[src/rtl/hp_burst_master.sv]
// hp_burst_master: single-outstanding AXI3 INCR burst master (1-16 beats) with stream data and status records
module hp_burst_master #(
  parameter int DATA_WIDTH = 32,
  parameter int ADDR_WIDTH = 32,
  parameter int ID_WIDTH = 6
) (
  input  logic                    clock,
  input  logic                    reset,
  input  logic                    cmd_valid,
  output logic                    cmd_ready,
  input  logic                    cmd_write,
  input  logic [ADDR_WIDTH-1:0]   cmd_addr,
  input  logic [3:0]              cmd_len,
  input  logic [ID_WIDTH-1:0]     cmd_id,
  input  logic [DATA_WIDTH-1:0]   in_data,
  input  logic                    in_valid,
  output logic                    in_ready,
  output logic [DATA_WIDTH-1:0]   out_data,
  output logic                    out_valid,
  input  logic                    out_ready,
  output logic                    out_last,
  output logic                    sts_valid,
  input  logic                    sts_ready,
  output logic                    sts_write,
  output logic [1:0]              sts_resp,
  output logic                    sts_err,
  output logic                    awvalid,
  input  logic                    awready,
  output logic [ADDR_WIDTH-1:0]   awaddr,
  output logic [3:0]              awlen,
  output logic [2:0]              awsize,
  output logic [1:0]              awburst,
  output logic [ID_WIDTH-1:0]     awid,
  output logic                    wvalid,
  input  logic                    wready,
  output logic [DATA_WIDTH-1:0]   wdata,
  output logic [DATA_WIDTH/8-1:0] wstrb,
  output logic                    wlast,
  output logic [ID_WIDTH-1:0]     wid,
  input  logic                    bvalid,
  output logic                    bready,
  input  logic [1:0]              bresp,
  input  logic [ID_WIDTH-1:0]     bid,
  output logic                    arvalid,
  input  logic                    arready,
  output logic [ADDR_WIDTH-1:0]   araddr,
  output logic [3:0]              arlen,
  output logic [2:0]              arsize,
  output logic [1:0]              arburst,
  output logic [ID_WIDTH-1:0]     arid,
  input  logic                    rvalid,
  output logic                    rready,
  input  logic [DATA_WIDTH-1:0]   rdata,
  input  logic [1:0]              rresp,
  input  logic [ID_WIDTH-1:0]     rid,
  input  logic                    rlast
);
  localparam int LSB = $clog2(DATA_WIDTH / 8);
  typedef enum logic [2:0] {IDLE, ADDR_W, BRESP, ADDR_R, RDATA, STATUS, REJECT} state_t;
  state_t state, state_nx;
  logic                  wr_q;
  logic [ADDR_WIDTH-1:0] addr_q;
  logic [3:0]            len_q;
  logic [ID_WIDTH-1:0]   id_q;
  logic                  aw_done;
  logic                  w_done;
  logic [3:0]            w_cnt;
  logic [3:0]            r_cnt;
  logic [1:0]            resp_q;
  logic                  err_q;
  logic [ADDR_WIDTH-1:0] cmd_addr_al;
  logic [13:0]           end_off;
  logic                  cmd_hs;
  assign cmd_addr_al = {cmd_addr[ADDR_WIDTH-1:LSB], {LSB{1'b0}}};
  assign end_off = 14'(cmd_addr_al[11:0]) + ((14'(cmd_len) + 14'd1) << LSB);
  assign cmd_hs = cmd_valid & cmd_ready;
  assign awaddr = addr_q;
  assign araddr = addr_q;
  assign awlen = len_q;
  assign arlen = len_q;
  assign awid = id_q;
  assign arid = id_q;
  assign wid = id_q;
  assign awsize = 3'(LSB);
  assign arsize = 3'(LSB);
  assign awburst = 2'b01;
  assign arburst = 2'b01;
  assign wstrb = '1;
  assign sts_write = wr_q;
  assign sts_resp = resp_q;
  assign sts_err = err_q;
  // state register
  always_ff @(posedge clock or posedge reset)
    if (reset) state <= IDLE;
    else state <= state_nx;
  // next state and channel handshake outputs; W and R paths are combinational pass-throughs
  always_comb begin
    state_nx = state;
    cmd_ready = 1'b0;
    awvalid = 1'b0;
    wvalid = 1'b0;
    in_ready = 1'b0;
    wlast = 1'b0;
    wdata = '0;
    bready = 1'b0;
    arvalid = 1'b0;
    rready = 1'b0;
    out_valid = 1'b0;
    out_data = '0;
    out_last = 1'b0;
    sts_valid = 1'b0;
    case (state)
      IDLE: begin
        cmd_ready = ~reset;
        if (cmd_valid & ~reset) state_nx = (end_off > 14'd4096) ? REJECT : cmd_write ? ADDR_W : ADDR_R;
      end
      ADDR_W: begin
        awvalid = ~aw_done;
        wvalid = ~w_done & in_valid;
        in_ready = ~w_done & wready;
        wlast = ~w_done & (w_cnt == len_q);
        wdata = w_done ? '0 : in_data;
        if ((aw_done | awready) & (w_done | (wvalid & wready & wlast))) state_nx = BRESP;
      end
      BRESP: begin
        bready = 1'b1;
        if (bvalid) state_nx = STATUS;
      end
      ADDR_R: begin
        arvalid = 1'b1;
        if (arready) state_nx = RDATA;
      end
      RDATA: begin
        rready = out_ready;
        out_valid = rvalid;
        out_data = rdata;
        out_last = rlast;
        if (rvalid & out_ready & (rlast | (r_cnt == len_q))) state_nx = STATUS;
      end
      REJECT: state_nx = STATUS;
      STATUS: begin
        sts_valid = 1'b1;
        if (sts_ready) state_nx = IDLE;
      end
      default: state_nx = IDLE;
    endcase
  end
  // command latch, beat counters and status accumulation
  always_ff @(posedge clock or posedge reset)
    if (reset) begin
      wr_q <= 1'b0;
      addr_q <= '0;
      len_q <= '0;
      id_q <= '0;
      aw_done <= 1'b0;
      w_done <= 1'b0;
      w_cnt <= '0;
      r_cnt <= '0;
      resp_q <= '0;
      err_q <= 1'b0;
    end else begin
      if (cmd_hs) begin
        wr_q <= cmd_write;
        addr_q <= cmd_addr_al;
        len_q <= cmd_len;
        id_q <= cmd_id;
        aw_done <= 1'b0;
        w_done <= 1'b0;
        w_cnt <= '0;
        r_cnt <= '0;
        resp_q <= '0;
        err_q <= 1'b0;
      end
      if (awvalid & awready) aw_done <= 1'b1;
      if (wvalid & wready) begin
        if (wlast) w_done <= 1'b1;
        else w_cnt <= w_cnt + 4'd1;
      end
      if (bready & bvalid) begin
        resp_q <= bresp;
        err_q <= (bid != id_q);
      end
      if (rready & rvalid) begin
        r_cnt <= r_cnt + 4'd1;
        resp_q <= (rresp > resp_q) ? rresp : resp_q;
        err_q <= err_q | (rid != id_q) | (rlast != (r_cnt == len_q));
      end
      if (state == REJECT) begin
        err_q <= 1'b1;
        resp_q <= 2'b00;
      end
    end
endmodule

[config.mk]
export PLATFORM = sky130hd
export DESIGN_NAME = hp_burst_master
export DESIGN_NICKNAME = d
export VERILOG_FILES = /design/src/rtl/hp_burst_master.sv
export SDC_FILE = /design/constraint.sdc
export NUM_CORES = 1
export LEC_CHECK = 0
export ABC_AREA = 1
export CAP_MARGIN = 20
export CORE_AREA = 3 3 121 123
export CTS_CLUSTER_SIZE = 28
export DETAILED_ROUTE_END_ITERATION = 10
export DIE_AREA = 0 0 124 126
export GPL_ROUTABILITY_DRIVEN = 0
export PLACE_DENSITY = 0.84
export SLEW_MARGIN = 10
export SYNTH_ARGS = -nofsm -noshare
export SYNTH_HDL_FRONTEND = slang
export SYNTH_SLANG_ARGS = --single-unit
[constraint.sdc]
create_clock -name clock -period 3.52 [get_ports clock]
set_clock_uncertainty 0.2 [all_clocks]
set_input_delay 0.528 -clock clock [delete_from_list [all_inputs] [get_ports clock]]
set_output_delay 0.528 -clock clock [all_outputs]
set_load 0.01 [all_outputs]
==> reports/metrics.cfg, run 1 <==
[power]
clock_power_share_pct=18.4
leakage_uw=0.00361
pwr-share-seq_pct=24.4
p_sw_uw=1990
vdd_drop_max_v=0.000452
p_comb_share_pct=57.2
intPower_uw=3220
power_density_nw_per_um2=707
swShare_pct=38.2

[route]
viasPerCell=4.29
routed_wl_um=15000
post_drt_wl_per_cell_um=13.8
num_vias=4660
drc=0
ant_nets=0
drt_iter0_drc=202
dr.pass1.iters=5

[sta]
hold_viol=0
setup_viol=0
slew_viol_final=0
rsz0062_at_grt=no
fin_ws_ns=0.361
fin_crit_sh_pct=89.7
relSlewSlack_pct=38.1
period_needed_ns=3.16
hold_ws_ns=0.292
worstMarginPinSlew_ns=0.922
tns_ns=0
max_freq_ghz=0.317

[synth]
synth.ff_latch_count=57
seq_area_frac_synth_pct=33.2
syn_inst=655
synth_compound_area_share_pct=5.96
synth_warnings=0
synth_area_per_cell_um2=6.57
yosys.area_share.xor_xnor_pct=2.44
synthFlopType=dfrtp_1
synth_simple_gate_area_share_pct=32.7
syn_area_um2=4300
ys_types=37
synth-edff-count=0
synth_top_family_by_area=simple AND/OR/NAND/NOR gates
synthAdderAreaFrac_pct=3.96
synthArstFlopShare_pct=100
synth.mux.area_fraction_pct=0.262

[layout]
final_common_cell=clkdlybuf4s50_1
final_cell_mix=297 x clkdlybuf4s50_1, 209 x nand2_1, 98 x nor2_1, 84 x inv_1, 57 x dfrtp_1
final_nets=1048
fin_util_pct=53.4
syn_to_final_growth_pct=71.0
layout-drive-gt1-share_pct=4.09
diodes=0
stdcell_area_um2=7350

[die]
io_pins=318
die_y_um=126
core_um2=13800
start_util_pct=31.2
die_w_um=124
num_rows=43
die_area_um2=15600

[global_route]
first_global_vias=4480
antenna_found_initial=0
grt.total_usage_pct=18.5
grt.overflow.total=0
grt_max_degree=46
grt_pass1_wl_um=22900

[setup_path]
cp_max_fo=35
worstPathArrival_ns=2.43
crit_type=flip-flop to primary output
timing.critical_path.to_type=primary output
cp-start-kind=flip-flop
cp.required_ns=2.79

[clocking]
holdBufCountCts=0
path_clk_slew_ns=0.05
cts_setup_buffers=0
cts_tree=yes
clock_path_buffers=2
ctsRootBufferMaster=clkbuf_16
ctsResizeCount=0
htreeDepth=3
clock_sinks=57
clkLatencyLatePin_ns=0.32
numCtsBuffers=9

[outcome]
outcome=completed

[placement]
place_hpwl_um=12100
dp_slack_ns=0.304
numPortBuffers=297
dpl_cell_area_um2=7020

[run]
drv_cap=0

[worst_hold_path]
holdCritPathClass=flip-flop to flip-flop

[metal layers]
layer	routed length [µm]	vias up	track usage (%)	part of all wire, %
li1	-	2389	-	-
met2	7730	153	33.1	52
met1	6030	2103	22.3	40
met5	0	-	0	0
met4	142	0	3.54	0.95
met3	1070	15	4.76	7.2
[synth_stat cells, types with 2 or more instances]
cell       number  area [µm²]
a21oi_1         5        25.0
a22o_1          2        17.5
buf_1           3        11.3
buf_2           9        45.0
buf_4          64         480
clkbuf_1        7        26.3
conb_1          2        7.51
dfrtp_1        57        1430
ha_1           12         150
inv_1          85         319
inv_2           5        18.8
nand2_1       210         788
nand3_1        21         105
nand3b_1        2        15.0
nand4_1         2        12.5
nor2_1         98         368
nor3_1          5        25.0
nor4_1          4        25.0
o2111ai_1       2        17.5
o211ai_1        2        15.0
o21ai_0        28         140
o22ai_1         2        12.5
or2_2           4        25.0
xnor2_1         8        70.1
xor2_1          4        35.0
[state kept, by name (all words and copies together) (netlist names)]
register and cells:
sts_write 1, arlen 4, w_done 1, r_cnt 4
araddr 30, aw_done 1, sts_resp 2, state 3
arid 6, w_cnt 4, sts_err 1
[worst paths after layout]
path	to	from	slack [ns]	cells after the start
max	wdata[14]	w_done$_DFF_PP0_	0.36	4
min	sts_write$_DFFE_PP0P_	sts_write$_DFFE_PP0P_	0.29	2
max reg2reg	w_cnt[3]$_DFF_PP0_	w_done$_DFF_PP0_	1.11	11
min reg2reg	sts_write$_DFFE_PP0P_	sts_write$_DFFE_PP0P_	0.29	2
max in group asynchronous	araddr[4]$_DFFE_PP0P_	reset	2.12	3
min in group asynchronous	state[0]$_DFFE_PP0P_	reset	0.36	2
[area by class of cell]
type                    count  area, µm²
clock inverters             5       77.6
repair buffers            302       3010
multi-input cells         439       2020
well taps                 180        225
flip-flops and latches     57       1430
clock buffers              11        253
inverters                  91        342
fillers                  1340       6420
[cells by family (layout without fill, tap and decap cells)]
logic type      after synthesis  in the layout
flops                        57             57
compound gates               45             45
other cells                   2             18
xor+xnor                     12             12
buf+inv                     175            409
simple gates                350            350
mux                           1              1
fa+ha+maj                    13             13
[per-stage QoR]
| step | power [µW] | instances |
|---|---|---|
| 2_1_floorplan | 2850 | 671 |
| 3_3_place_gp | 4220 | 1069 |
| 3_5_place_dp | 4290 | 1069 |
| 4_1_cts | 5280 | 1085 |
| 5_1_grt | 5590 | 1085 |
| 6_report | 5200 | 1085 |
[power by group through the flow]
| stage | Combinational (µW) | Clock, µW | Sequential (µW) |
|---|---|---|---|
| finish | 2980 | 956 | 1270 |
| global route | 3250 | 1020 | 1320 |
| CTS | 3010 | 990 | 1280 |
| detailed placement | 3010 | 0 | 1280 |
| global placement | 2960 | 0 | 1270 |
| floorplan | 1550 | 0 | 1300 |
[worst max-delay path: stages, from the launching register on]
cell             delay, ns
dfrtp_1               0.40
clkinv_1              0.75
nand2_1               0.38
nor2_1                0.08
clkdlybuf4s50_1       0.49
Note: power is estimated with default switching activity, not from simulation.
==> inputs of run 2 (changes only) <==
--- a/config.mk
+++ b/config.mk
@@ -13,6 +13,7 @@
 export DIE_AREA = 0 0 124 126
 export GPL_ROUTABILITY_DRIVEN = 0
 export PLACE_DENSITY = 0.84
+export SETUP_SLACK_MARGIN = 0.2
 export SLEW_MARGIN = 10
 export SYNTH_ARGS = -nofsm -noshare
 export SYNTH_HDL_FRONTEND = slang
==> constraint.sdc (replaced) <==
create_clock -name clock -period 3.52 [get_ports clock]
set_clock_uncertainty 0.2 [all_clocks]
set_input_delay 0.88 -clock clock [delete_from_list [all_inputs] [get_ports clock]]
set_output_delay 0.88 -clock clock [all_outputs]
set_load 0.01 [all_outputs]
==> run 2 against run 1 <==
Net effect: hold slack better by 0.0025 ns; routed wire length barely moved; sequential power hardly changed; total power fell by 1.0%; worst setup slack worse by 0.091 ns; combinational power is 2% higher; sequential cell count is the same; die area unchanged; count of clock-buffer cells in the layout is 1 lower; critical path type is now input pin to primary output; largest cell class unchanged; largest power group unchanged.
==> reports/metrics.cfg, run 2 (same netlist as run 1, synthesis figures left out) <==
[outcome]
outcome=completed  ; unchanged

[clocking]
numCtsBuffers=9  ; unchanged
htreeDepth=3  ; unchanged
ctsRootBufferMaster=clkbuf_16  ; unchanged
cts_tree=yes  ; unchanged
clock_sinks=57  ; unchanged
path_clk_slew_ns=0.05  ; about the same
clkLatencyLatePin_ns=0.32  ; about the same
clock_path_buffers=2  ; unchanged

[die]
die_w_um=124  ; unchanged
die_area_um2=15600  ; unchanged
num_rows=43  ; unchanged
core_um2=13800  ; unchanged
die_y_um=126  ; unchanged
start_util_pct=31.2  ; unchanged
io_pins=318  ; unchanged

[global_route]
grt_max_degree=46  ; unchanged
first_global_vias=4425  ; was 4480
grt.total_usage_pct=18.1  ; was 18.5%
grt.overflow.total=0  ; unchanged
grt_pass1_wl_um=22600  ; was 22900 µm
antenna_found_initial=0  ; unchanged

[worst_hold_path]
min_to=sts_write$_DFFE_PP0P_  ; unchanged
min_from=sts_write$_DFFE_PP0P_  ; unchanged
holdCritPathClass=flip-flop to flip-flop  ; unchanged
holdPathStages=2  ; unchanged

[placement]
place_hpwl_um=12000  ; was 12100 µm
numPortBuffers=297  ; unchanged

[sta]
hold_viol=0  ; unchanged
slew_viol_final=0  ; unchanged
tns_ns=0  ; unchanged
setup_viol=0  ; unchanged
fin_crit_sh_pct=92.3  ; was 89.7%
rsz0062_at_grt=yes  ; was no
relSlewSlack_pct=64.0  ; was 38.1%
worstMarginPinSlew_ns=0.540  ; was 0.922 ns
max_freq_ghz=0.308  ; was 0.317 GHz
period_needed_ns=3.25  ; was 3.16 ns

[layout]
largest_reg_flops=30  ; unchanged
fillers=1295  ; was 1340
final_cell_mix=296 x clkdlybuf4s50_1, 208 x nand2_1, 97 x nor2_1, 84 x inv_1, 57 x dfrtp_1  ; was 297 x clkdlybuf4s50_1, 209 x nand2_1, 98 x nor2_1, 84 x inv_1, 57 x dfrtp_1
final_nets=1054  ; was 1048
syn_to_final_growth_pct=72.6  ; was 71.0%
fin_util_pct=53.9  ; was 53.4%
final_common_cell=clkdlybuf4s50_1  ; unchanged
diodes=0  ; unchanged
final-seq-area_um2=1430  ; unchanged
multiInputGateArea_um2=2070  ; was 2020 µm²
layout-drive-gt1-share_pct=5.49  ; was 4.09%

[power]
leakage_uw=0.00364  ; was 0.00361 µW
vdd_drop_max_v=0.000401  ; was 0.000452 V
power_density_nw_per_um2=694  ; was 707 nW/µm²

[setup_path]
cp_max_fo=3  ; was 35
rrSetupSlack_ns=1.33  ; was 1.11 ns
cp-start-kind=input pin  ; was flip-flop
r2r_cells=10  ; was 11
worstPathArrival_ns=2.17  ; was 2.43 ns
r2r-end=state[0]$_DFFE_PP0P_  ; was w_cnt[3]$_DFF_PP0_
timing.critical_path.to_type=primary output  ; unchanged
crit_type=input pin to primary output  ; was flip-flop to primary output
cp.required_ns=2.44  ; was 2.79 ns
r2r-start=arlen[0]$_DFFE_PP0P_  ; was w_done$_DFF_PP0_

[route]
drc=0  ; unchanged
routed_wl_um=15000  ; about the same
dr.pass1.iters=5  ; unchanged
num_vias=4672  ; was 4660
viasPerCell=4.28  ; was 4.29
post_drt_wl_per_cell_um=13.7  ; was 13.8 µm
ant_nets=0  ; unchanged
drt_iter0_drc=142  ; was 202

[run]
drv_cap=0  ; unchanged

run 2: layout make-up:
type                       instances  area share (%)
inverter                          91            4.65
timing repair buffer             308            41.4
tap                              180            3.03
clock inverter                     6           0.792
multi-input combinational        439            27.8
sequential                        57            19.2
clock buffer                      10            3.08
run 2: power breakdown:
group	internal (µW)	total [µW]	switching (µW)	leakage [µW]
Combinational	1660	3030	1370	0.00277
Clock	543	845	302	0.000146
Sequential	941	1270	332	0.000723
run 2: what timing repair did:
item                                    in CTS  in global routing
gates cloned                                 0                  0
pin swaps                                    0                  1
buffers inserted                             0                  3
endpoints found under the setup margin      35                 20
endpoints found under the hold margin        0                  0
hold buffers                                 0                  0
resized for setup                            2                 10
run 2: critical path, cell delays in order:
cell and delay [ns]:
clkdlybuf4s50_1 0.51, nand2_1 0.06, nor2_1 0.12, clkdlybuf4s50_1 0.60
run 2: metal layers:
layer	vias up	share of wire, %	global-route usage [%]
li1	2400	-	-
met1	2086	40	21.3
met2	167	52	32.6
met3	19	6.9	4.94
met4	0	1.3	3.67
met5	-	0	0
run 2: how the worst max path moves through the flow:
stage                                end  depth (start not counted)  slack, ns                  from
global placement    state[2]$_DFFE_PP0P_                         14      -0.02            cmd_len[0]
floorplan           state[1]$_DFFE_PP0P_                         13       0.65            cmd_len[0]
detailed placement  state[1]$_DFFE_PP0P_                         14      -0.06            cmd_len[0]
global route        state[0]$_DFFE_PP0P_                         15       0.15            cmd_len[1]
finish                          in_ready                          4       0.27                wready
CTS                                wlast                          6       0.21  arlen[2]$_DFFE_PP0P_
run 2: metrics by stage:
| stage | cell area (µm²) | worst slack [ns] | total power (µW) | instances | hold slack (ns) |
|---|---|---|---|---|---|
| after global placement | 7060 | -0.0237 | 4240 | 1072 | 0.272 |
| after CTS | 7360 | 0.207 | 5190 | 1088 | 0.294 |
| final | 7420 | 0.270 | 5150 | 1091 | 0.294 |
| after detailed placement | 7060 | -0.0620 | 4300 | 1072 | 0.281 |
| after floorplan | 4360 | 0.654 | 2850 | 671 | 0.290 |
| after global routing | 7420 | 0.150 | 5530 | 1091 | 0.323 |
==> inputs of run 3 (changes only) <==
--- a/config.mk
+++ b/config.mk
@@ -8,12 +8,14 @@
 export ABC_AREA = 1
 export CAP_MARGIN = 20
 export CORE_AREA = 3 3 121 123
+export CTS_CLUSTER_DIAMETER = 30
 export CTS_CLUSTER_SIZE = 28
 export DETAILED_ROUTE_END_ITERATION = 10
 export DIE_AREA = 0 0 124 126
 export GPL_ROUTABILITY_DRIVEN = 0
 export PLACE_DENSITY = 0.84
-export SETUP_SLACK_MARGIN = 0.2
+export SETUP_SLACK_MARGIN = 0.1
+export SKIP_CTS_REPAIR_TIMING = 1
 export SLEW_MARGIN = 10
 export SYNTH_ARGS = -nofsm -noshare
 export SYNTH_HDL_FRONTEND = slang
==> run 3 against run 2 <==
Net effect: count of clock-buffer cells in the layout stayed put; routed wire length about the same; utilization fell by 0.35 points; global-route usage about the same; hold slack worse by 0.0029 ns; worst setup slack worse by 0.017 ns; critical path depth grew 2; largest cell class unchanged; clock power barely moved; register-to-register slack got worse by 0.14 ns; non-clock buffer count fell by 3; final area shrank 0.66%; combinational power about the same.
==> reports/metrics.cfg, run 3 (same netlist as run 1, synthesis figures left out) <==
[outcome]
outcome=completed  ; unchanged

[sta]
hold_ws_ns=0.291  ; was 0.294 ns
hold_viol=0  ; unchanged
max_freq_ghz=0.306  ; was 0.308 GHz
fin_crit_sh_pct=92.8  ; was 92.3%
setup_viol=0  ; unchanged
period_needed_ns=3.27  ; was 3.25 ns
rsz0062_at_grt=no  ; was yes
tns_ns=0  ; unchanged
relSlewSlack_pct=62.0  ; was 64.0%
fin_ws_ns=0.253  ; was 0.270 ns
worstMarginPinSlew_ns=0.569  ; was 0.540 ns
slew_viol_final=0  ; unchanged

[setup_path]
cp.required_ns=2.44  ; about the same
crit_type=flip-flop to primary output  ; was input pin to primary output
cp-start-kind=flip-flop  ; was input pin
cp_max_fo=5  ; was 3
timing.critical_path.to_type=primary output  ; unchanged
worstPathArrival_ns=2.19  ; was 2.17 ns

[global_route]
grt.overflow.total=0  ; unchanged
grt_pass1_wl_um=22600  ; about the same
grt_max_degree=46  ; unchanged
antenna_found_initial=0  ; unchanged
grt.total_usage_pct=18.1  ; about the same
first_global_vias=4430  ; was 4425

[layout]
layout-drive-gt1-share_pct=4.52  ; was 5.49%
largest_reg_flops=30  ; unchanged
stdcell_area_um2=7370  ; was 7420 µm²
fillers=1294  ; was 1295
final_nets=1051  ; was 1054
final_cell_mix=296 x clkdlybuf4s50_1, 209 x nand2_1, 98 x nor2_1, 84 x inv_1, 57 x dfrtp_1  ; was 296 x clkdlybuf4s50_1, 208 x nand2_1, 97 x nor2_1, 84 x inv_1, 57 x dfrtp_1
final_common_cell=clkdlybuf4s50_1  ; unchanged
diodes=0  ; unchanged
syn_to_final_growth_pct=71.5  ; was 72.6%

[die]
start_util_pct=31.2  ; unchanged
io_pins=318  ; unchanged
die_y_um=126  ; unchanged
die_area_um2=15600  ; unchanged
num_rows=43  ; unchanged
core_um2=13800  ; unchanged
die_w_um=124  ; unchanged

[clocking]
clkLatencyLatePin_ns=0.32  ; about the same
ctsRootBufferMaster=clkbuf_16  ; unchanged
clock_sinks=57  ; unchanged
clock_path_buffers=2  ; unchanged
numCtsBuffers=9  ; unchanged
path_clk_slew_ns=0.05  ; about the same
htreeDepth=3  ; unchanged
cts_tree=yes  ; unchanged

[route]
dr.pass1.iters=4  ; was 5
routed_wl_um=15000  ; about the same
drc=0  ; unchanged
post_drt_wl_per_cell_um=13.8  ; was 13.7 µm
drt_iter0_drc=167  ; was 142
num_vias=4677  ; was 4672
ant_nets=0  ; unchanged
viasPerCell=4.30  ; was 4.28

[power]
vdd_drop_max_v=0.000403  ; was 0.000401 V
p_comb_share_pct=58.6  ; was 58.9%
p_sw_uw=2000  ; was 2010 µW
leakage_uw=0.00362  ; was 0.00364 µW
clock_power_share_pct=16.5  ; was 16.4%
power_density_nw_per_um2=695  ; was 694 nW/µm²
pwr-share-seq_pct=24.9  ; was 24.7%
swShare_pct=39.1  ; was 39.0%
intPower_uw=3120  ; was 3140 µW

[placement]
place_hpwl_um=12000  ; unchanged
dpl_cell_area_um2=7060  ; unchanged
numPortBuffers=297  ; unchanged
dp_slack_ns=-0.0620  ; unchanged

[run]
drv_cap=0  ; unchanged

[worst_hold_path]
holdCritPathClass=flip-flop to flip-flop  ; unchanged

==> run 3: final cells by class <==
| type | instances | area (µm²) | share of cell area (%) |
|---|---|---|---|
| clock inverters | 6 | 58.8 | 0.798 |
| inverters | 91 | 345 | 4.68 |
| well taps | 180 | 225 | 3.05 |
| multi-input cells | 439 | 2040 | 27.7 |
| clock buffers | 10 | 229 | 3.11 |
| flip-flops and latches | 57 | 1430 | 19.3 |
| repair buffers | 305 | 3050 | 41.3 |
==> run 3: worst max-delay path, cell delays in order, from the launching register on <==
cell and delay, ns:
dfrtp_1 0.47, xnor2_1 0.22, nand2_1 0.08, nor3_1 0.32, nand2_1 0.15, inv_1 0.08, clkdlybuf4s50_1 0.54
==> run 3: stage by stage <==
step / instances / utilization (%) / total power [µW]
after floorplan: 671 / - / 2850
after global placement: 1072 / 51.3 / 4240
after detailed placement: 1072 / 51.3 / 4300
after CTS: 1088 / 53.3 / 5180
after global routing: 1088 / 53.5 / 5490
final: 1088 / 53.5 / 5120
==> run 3: final timing paths <==
check / start / end / slack, ns / cells past startpoint
max: arlen[2]$_DFFE_PP0P_ / wlast / 0.25 / 6
min: sts_write$_DFFE_PP0P_ / sts_write$_DFFE_PP0P_ / 0.29 / 2
max reg2reg: state[2]$_DFFE_PP0P_ / sts_resp[0]$_DFFE_PP0P_ / 1.19 / 9
min reg2reg: sts_write$_DFFE_PP0P_ / sts_write$_DFFE_PP0P_ / 0.29 / 2
max in group asynchronous: reset / araddr[11]$_DFFE_PP0P_ / 1.75 / 3
min in group asynchronous: reset / arid[1]$_DFFE_PP0P_ / 0.78 / 2
==> run 3: power by group through the flow <==
stage / clock (µW) / sequential, µW / combinational (µW)
after floorplan: 0 / 1300 / 1550
after global placement: 0 / 1270 / 2970
after detailed placement: 0 / 1290 / 3010
after CTS: 874 / 1280 / 3030
after global routing: 899 / 1330 / 3260
final: 845 / 1280 / 3000
==> run 3: metal layers <==
metal / part of all wire (%) / vias up / track usage, %
met3: 7.1 / 21 / 5.07
li1: - / 2394 / -
met2: 52 / 184 / 32.5
met1: 40 / 2078 / 21.3
met4: 1.5 / 0 / 3.80
met5: 0 / - / 0
